**config.mk**
```make
export PLATFORM = sky130hd
export DESIGN_NAME = operand_fetch
export DESIGN_NICKNAME = d
export VERILOG_FILES = /design/src/rtl/operand_fetch_pkg.sv /design/src/rtl/operand_fwd_mux.sv /design/src/rtl/operand_fetch.sv
export SDC_FILE = /design/constraint.sdc
export NUM_CORES = 1
export LEC_CHECK = 0
export BUFFER_PORTS_ARGS = -buffer_cell sky130_fd_sc_hd__clkbuf_2
export CAP_MARGIN = 10
export CORE_AREA = 2 2 120 122
export CTS_CLUSTER_SIZE = 40
export DETAILED_ROUTE_END_ITERATION = 16
export DIE_AREA = 0 0 122 124
export PLACE_DENSITY = 0.63
export SLEW_MARGIN = 10
export SYNTH_ARGS = -nofsm -noshare
export SYNTH_HDL_FRONTEND = slang
export SYNTH_SLANG_ARGS = --single-unit
```
**constraint.sdc**
```tcl
create_clock -name clk -period 2.48 [get_ports clk]
set_input_delay 0.248 -clock clk [delete_from_list [all_inputs] [get_ports clk]]
set_output_delay 0.248 -clock clk [all_outputs]
set_load 0.02 [all_outputs]
```
**src/rtl/operand_fetch_pkg.sv**
```systemverilog
// Shared widths and constants for the operand fetch stage.
// Helper for the saturating bubble counter.
package operand_fetch_pkg;

    localparam int DATA_W = 32;
    localparam int ADDR_W = 5;
    localparam int OP_W   = 8;
    localparam int CNT_W  = 16;

    localparam logic [DATA_W-1:0] ZERO_W = '0;
    localparam logic [CNT_W-1:0]  CNT_MAX = '1;

    function automatic logic [CNT_W-1:0] sat_inc(input logic [CNT_W-1:0] v);
        return (v == CNT_MAX) ? v : v + 1'b1;
    endfunction

endpackage

```
**src/rtl/operand_fwd_mux.sv**
```systemverilog
// Resolves one source operand: zero reg, EX/MEM bypass, regfile.
// Bypass paths exist only with OPERAND_FETCH_FWD_EN defined.
module operand_fwd_mux
    import operand_fetch_pkg::*;
#(
    parameter int DW = DATA_W,
    parameter int AW = ADDR_W
) (
    input  logic          use_src,
    input  logic [AW-1:0] addr,
    input  logic [DW-1:0] rdata,
    input  logic          ex_we,
    input  logic [AW-1:0] ex_waddr,
    input  logic [DW-1:0] ex_wdata,
    input  logic          ex_is_load,
    input  logic          mem_we,
    input  logic [AW-1:0] mem_waddr,
    input  logic [DW-1:0] mem_wdata,
    output logic [DW-1:0] data
);

`ifdef OPERAND_FETCH_FWD_EN
    logic ex_hit;
    logic mem_hit;

    assign ex_hit  = ex_we && (ex_waddr == addr) && !ex_is_load;
    assign mem_hit = mem_we && (mem_waddr == addr);

    // Priority: r0/unused, youngest producer (EX), then MEM, then regfile.
    always_comb begin
        data = DW'(ZERO_W);
        if (!use_src || addr == '0)
            data = DW'(ZERO_W);
        else if (ex_hit)
            data = ex_wdata;
        else if (mem_hit)
            data = mem_wdata;
        else
            data = rdata;
    end
`else
    logic unused_fwd;

    assign unused_fwd = ^{ex_we, ex_waddr, ex_wdata, ex_is_load,
                          mem_we, mem_waddr, mem_wdata};

    // No bypass: any in-flight producer stalls upstream instead.
    always_comb begin
        data = DW'(ZERO_W);
        if (use_src && addr != '0)
            data = rdata;
    end
`endif

endmodule

```
**src/rtl/operand_fetch.sv**
```systemverilog
// Operand fetch stage: regfile read, hazard stall, EX pipeline register.
// OPERAND_FETCH_FWD_EN enables EX/MEM bypass; otherwise matches stall.
module operand_fetch
    import operand_fetch_pkg::*;
#(
    parameter int DATA_W = operand_fetch_pkg::DATA_W,
    parameter int ADDR_W = operand_fetch_pkg::ADDR_W,
    parameter int OP_W   = operand_fetch_pkg::OP_W
) (
    input  logic              clk,
    input  logic              rst,
    input  logic              in_valid,
    output logic              in_ready,
    input  logic [ADDR_W-1:0] in_rs1,
    input  logic [ADDR_W-1:0] in_rs2,
    input  logic              in_rs1_use,
    input  logic              in_rs2_use,
    input  logic [DATA_W-1:0] in_imm,
    input  logic              in_imm_sel,
    input  logic [ADDR_W-1:0] in_rd,
    input  logic              in_rd_we,
    input  logic [OP_W-1:0]   in_aluop,
    output logic              re1,
    output logic [ADDR_W-1:0] raddr1,
    output logic              re2,
    output logic [ADDR_W-1:0] raddr2,
    input  logic [DATA_W-1:0] rdata1,
    input  logic [DATA_W-1:0] rdata2,
    input  logic              ex_we,
    input  logic [ADDR_W-1:0] ex_waddr,
    input  logic [DATA_W-1:0] ex_wdata,
    input  logic              ex_is_load,
    input  logic              mem_we,
    input  logic [ADDR_W-1:0] mem_waddr,
    input  logic [DATA_W-1:0] mem_wdata,
    input  logic              flush,
    output logic              out_valid,
    input  logic              out_ready,
    output logic [DATA_W-1:0] out_op1,
    output logic [DATA_W-1:0] out_op2,
    output logic [ADDR_W-1:0] out_rd,
    output logic              out_rd_we,
    output logic [OP_W-1:0]   out_aluop,
    output logic [CNT_W-1:0]  stall_cnt
);

    logic [DATA_W-1:0] src1;
    logic [DATA_W-1:0] src2;
    logic ex_m1, ex_m2;
    logic hazard;
    logic accept;
    logic load;

    assign re1    = in_valid & in_rs1_use;
    assign re2    = in_valid & in_rs2_use;
    assign raddr1 = in_rs1;
    assign raddr2 = in_rs2;

    operand_fwd_mux #(.DW(DATA_W), .AW(ADDR_W)) u_mux1 (
        .use_src(in_rs1_use), .addr(in_rs1), .rdata(rdata1),
        .ex_we(ex_we), .ex_waddr(ex_waddr), .ex_wdata(ex_wdata),
        .ex_is_load(ex_is_load), .mem_we(mem_we),
        .mem_waddr(mem_waddr), .mem_wdata(mem_wdata), .data(src1)
    );

    operand_fwd_mux #(.DW(DATA_W), .AW(ADDR_W)) u_mux2 (
        .use_src(in_rs2_use), .addr(in_rs2), .rdata(rdata2),
        .ex_we(ex_we), .ex_waddr(ex_waddr), .ex_wdata(ex_wdata),
        .ex_is_load(ex_is_load), .mem_we(mem_we),
        .mem_waddr(mem_waddr), .mem_wdata(mem_wdata), .data(src2)
    );

    assign ex_m1 = in_rs1_use && ex_we && ex_waddr == in_rs1 && ex_waddr != '0;
    assign ex_m2 = in_rs2_use && ex_we && ex_waddr == in_rs2 && ex_waddr != '0;

`ifdef OPERAND_FETCH_FWD_EN
    logic unused_mem;
    assign unused_mem = ^{mem_we, mem_waddr};
    assign hazard = in_valid && ex_is_load && (ex_m1 || ex_m2);
`else
    logic mem_m1, mem_m2;
    logic unused_ld;
    assign unused_ld = ex_is_load;
    assign mem_m1 = in_rs1_use && mem_we && mem_waddr == in_rs1 && mem_waddr != '0;
    assign mem_m2 = in_rs2_use && mem_we && mem_waddr == in_rs2 && mem_waddr != '0;
    assign hazard = in_valid && (ex_m1 || ex_m2 || mem_m1 || mem_m2);
`endif

    assign accept   = ~out_valid | out_ready;
    assign in_ready = accept & ~hazard & ~flush & ~rst;
    assign load     = in_valid & in_ready;

    // Output register: flush kills, accept captures or bubbles, else hold.
    always_ff @(posedge clk) begin
        if (rst) begin
            out_valid <= 1'b0;
            out_op1   <= DATA_W'(ZERO_W);
            out_op2   <= DATA_W'(ZERO_W);
            out_rd    <= '0;
            out_rd_we <= 1'b0;
            out_aluop <= '0;
        end else if (flush) begin
            out_valid <= 1'b0;
            out_rd_we <= 1'b0;
        end else if (load) begin
            out_valid <= 1'b1;
            out_op1   <= src1;
            out_op2   <= in_imm_sel ? in_imm : src2;
            out_rd    <= in_rd;
            out_rd_we <= in_rd_we;
            out_aluop <= in_aluop;
        end else if (accept) begin
            out_valid <= 1'b0;
            out_rd_we <= 1'b0;
        end
    end

    // Count edges where a hazard bubble goes downstream.
    always_ff @(posedge clk) begin
        if (rst)
            stall_cnt <= '0;
        else if (accept && hazard && !flush)
            stall_cnt <= sat_inc(stall_cnt);
    end

endmodule

```
==> impl_metrics.csv <==
group,metric,value,unit
status,outcome,"finished, final reports clean",
clock_tree,clock_path_buffers,2,
clock_tree,clock-sinks,95,
synthesis,yosysUniqueCellTypes,39,
layout,fin_nets,994,
sta,tightest_slew,0.731,ns
placement,portBuffers,247,
setup_path,worst-endpoint-required,2.23,ns
die,fp.coreArea,0.0137,mm²
synthesis,syn_area,0.00450,mm²
layout,layout_common_cells,"clkbuf_2, dfxtp_1, nor2_1",
placement,place_ws,0.149,ns
setup_path,reg2regPathDepth,8,
sta,setup-tns-final,0,ns
synthesis,synthArstFlopShare,0,
power,seqPwrFrac,0.463,
die,dieHeight,124,µm
synthesis,synth.net_count,769,
power,p_total,3.45,mW
setup_path,cp-start-kind,"input pin",
sta,hold_viol,0,
synthesis,ys_ff_latch,95,
setup_path,worst-r2r-setup-slack,0.50,ns
global_routing,overflow,0,
synthesis,synth_area_leaders,"dfxtp_1, a21oi_1, nor2_1, a211oi_1, nand3_1",
detailed_routing,drt_wl_total,13.2,mm
synthesis,synth_area_per_cell,7.99,µm²
layout,drive_above_1_share,0.362,
global_routing,grt_pass1_wl,21.2,mm
layout,layout_commonest_cell,"clkbuf_2",
sta,setup_ws,0.161,ns
clock_tree,clk_pin_slew,0.06,ns
layout,finalInstanceArea,0.00616,mm²
detailed_routing,vias,4717,
power,p_sw,927,µW
setup_path,end_kind,"output pin",
flow_run,cap_violations,0,
min_path,hold_class,"input pin to flop",
detailed_routing,drtPass1Iterations,4,
setup_path,cp.arrival,2.07,ns
setup_path,cpPeakStageDelay,0.54,ns
layout,multi_input_area,0.00230,mm²
setup_path,cp_max_fo,3,
die,io_pins,313,
clock_tree,clk_latency,0.34,ns
clock_tree,cts_tree,"done",
global_routing,antenna_found_initial,0,
power,peakVddDrop,0.259,mV
synthesis,yosysWarningCount,0,
die,core.rowCount,43,
synthesis,synth_top_cell_by_area,"dfxtp_1",
power,pwr_density_cell,560,mW/mm²
setup_path,critPathKind,"input pin to output pin",
synthesis,synth_ff_type,"dfxtp_1",
clock_tree,ctsRootBufferMaster,"clkbuf_16",
detailed_routing,ant_nets,0,
sta,finalCritPeriodShare,0.935,
min_path,hold_end,"out_valid",
synthesis,synth_top_area_frac,0.423,
placement,placed_area,0.00588,mm²
power,clockPowerShare,0.377,
min_path,min_from,"flush",
global_routing,first_global_vias,4354,
sta,fmax,0.431,GHz
sta,slew_headroom,0.513,
synthesis,synth-seq-area-share,0.423,
layout,ff_latch_area,0.00190,mm²
die,fp.dieW,122,µm
sta,rsz0062_at_grt,"false",
clock_tree,cts_hold_buf,0,
layout,n_antenna_cell,0,
power,internal_power,2.52,mW
layout,area_delta_synth_final,36.9,%
global_routing,grt_util_all_layers,0.176,
setup_path,rr_endpoint,"stall_cnt[2]",
sta,layout_min_cycle_time,2.32,ns
detailed_routing,drc,0,
setup_path,timing.rr.start,"stall_cnt[0]",
detailed_routing,first_iter_violations,225,
die,start_util,0.328,
power,swShare,0.269,
detailed_routing,vias_per_cell,4.85,
sta,fin_worst_skew,0.00483,ns
placement,gp_congestion,0.783,
synthesis,synth_edf_count,0,
global_routing,grt_max_degree,66,
placement,dpl.hpwl,9.87,mm
setup_path,worst_path_max_delay_cell,"or4_1",
min_path,holdPathStages,2,
power,leakagePower,2.66,nW
synthesis,syn_inst,563,
detailed_routing,wire_per_inst,13.6,µm
clock_tree,post_cts_buffers,0,
clock_tree,cts_max_level,3,
power,combPwrFrac,0.160,
sta,setup_viol,0,
die,fp.dieArea,0.0151,mm²
layout,nFillCells,1459,
setup_path,critPathMostFrequentCell,"clkbuf_2",
setup_path,crit_chain,"clkbuf_2 > or4_1 > o21a_1 > a22o_1 > a2111oi_1 > clkbuf_2",
clock_tree,numCtsBuffers,9,
sta,slew_violations,0,
clock_tree,post_cts_resized,0,
[flip-flops by register name, indices dropped and copies added, names as in the netlist]
name,count
out_op2,32
out_op1,32
out_rd,5
out_aluop,8
stall_cnt,16
out_valid,1
out_rd_we,1
[cell usage after synthesis, types with 3 or more instances]
| library cell | number |
|---|---|
| o31ai_1 | 9 |
| mux2_2 | 3 |
| nor2_1 | 81 |
| buf_4 | 16 |
| and3_1 | 3 |
| xnor2_1 | 20 |
| and2_1 | 3 |
| buf_2 | 5 |
| buf_6 | 3 |
| nand3_1 | 41 |
| nor2b_1 | 4 |
| or4_1 | 13 |
| o21ai_0 | 37 |
| o21a_1 | 4 |
| a211oi_1 | 32 |
| nand2_1 | 42 |
| clkbuf_1 | 27 |
| buf_1 | 4 |
| a21oi_1 | 78 |
| dfxtp_1 | 95 |
| mux2i_1 | 13 |
| nand4_1 | 5 |
| nor3_1 | 4 |
[metal layers]
layer / global-route usage / share of wire
met4: 0.0453 / 0.011
met1: 0.217 / 0.43
met2: 0.291 / 0.47
met3: 0.0627 / 0.084
met5: 0 / 0
[through the flow]
stage          instances  utilization  hold WS [ns]
2_1_floorplan        563            -         0.327
3_3_place_gp         957        0.429         0.461
3_5_place_dp         957        0.429         0.466
4_1_cts              973        0.449         0.118
5_1_grt              973        0.449         0.119
6_report             973        0.449         0.138
[cells by family after synthesis]
| group | synth area share |
|---|---|
| buf+inv | 0.0674 |
| fa+ha+maj | 0.00278 |
| xor+xnor | 0.0390 |
| flops | 0.423 |
| compound gates | 0.221 |
| simple gates | 0.211 |
| mux | 0.0365 |
[worst max-delay path, delay by kind of cell]
family	cells	cell delay [ns]
AND/OR/NAND/NOR	1	0.54
AO/OA/AOI/OAI	3	0.93
buffers and inverters	2	0.36
[area by class of cell]
cell class / instances / area share
Sequential cell: 95 / 0.309
Multi-Input combinational cell: 411 / 0.374
Inverter: 2 / 0.00122
Timing Repair Buffer: 269 / 0.234
Clock buffer: 13 / 0.0407
Clock inverter: 3 / 0.00427
Tap cell: 180 / 0.0366
[worst max-delay path by stage]
stage                     to    startpoint  cells after the start  slack [ns]
detailed placement  in_ready  mem_waddr[0]                      6        0.15
global route        in_ready  mem_waddr[0]                      6        0.04
CTS                 in_ready  mem_waddr[0]                      6        0.15
global placement    in_ready  mem_waddr[0]                      6        0.16
finish              in_ready  mem_waddr[0]                      6        0.16
floorplan           in_ready  mem_waddr[0]                      4        0.06
[power by group through the flow]
stage / logic [mW] / clock network (mW) / registers (mW)
after global placement: 0.558 / 0 / 1.63
after floorplan: 0.264 / 0 / 1.69
after detailed placement: 0.560 / 0 / 1.63
after global routing: 0.615 / 1.43 / 1.60
final: 0.553 / 1.30 / 1.60
after CTS: 0.561 / 1.36 / 1.60
Power figures use the tool's default switching activity.
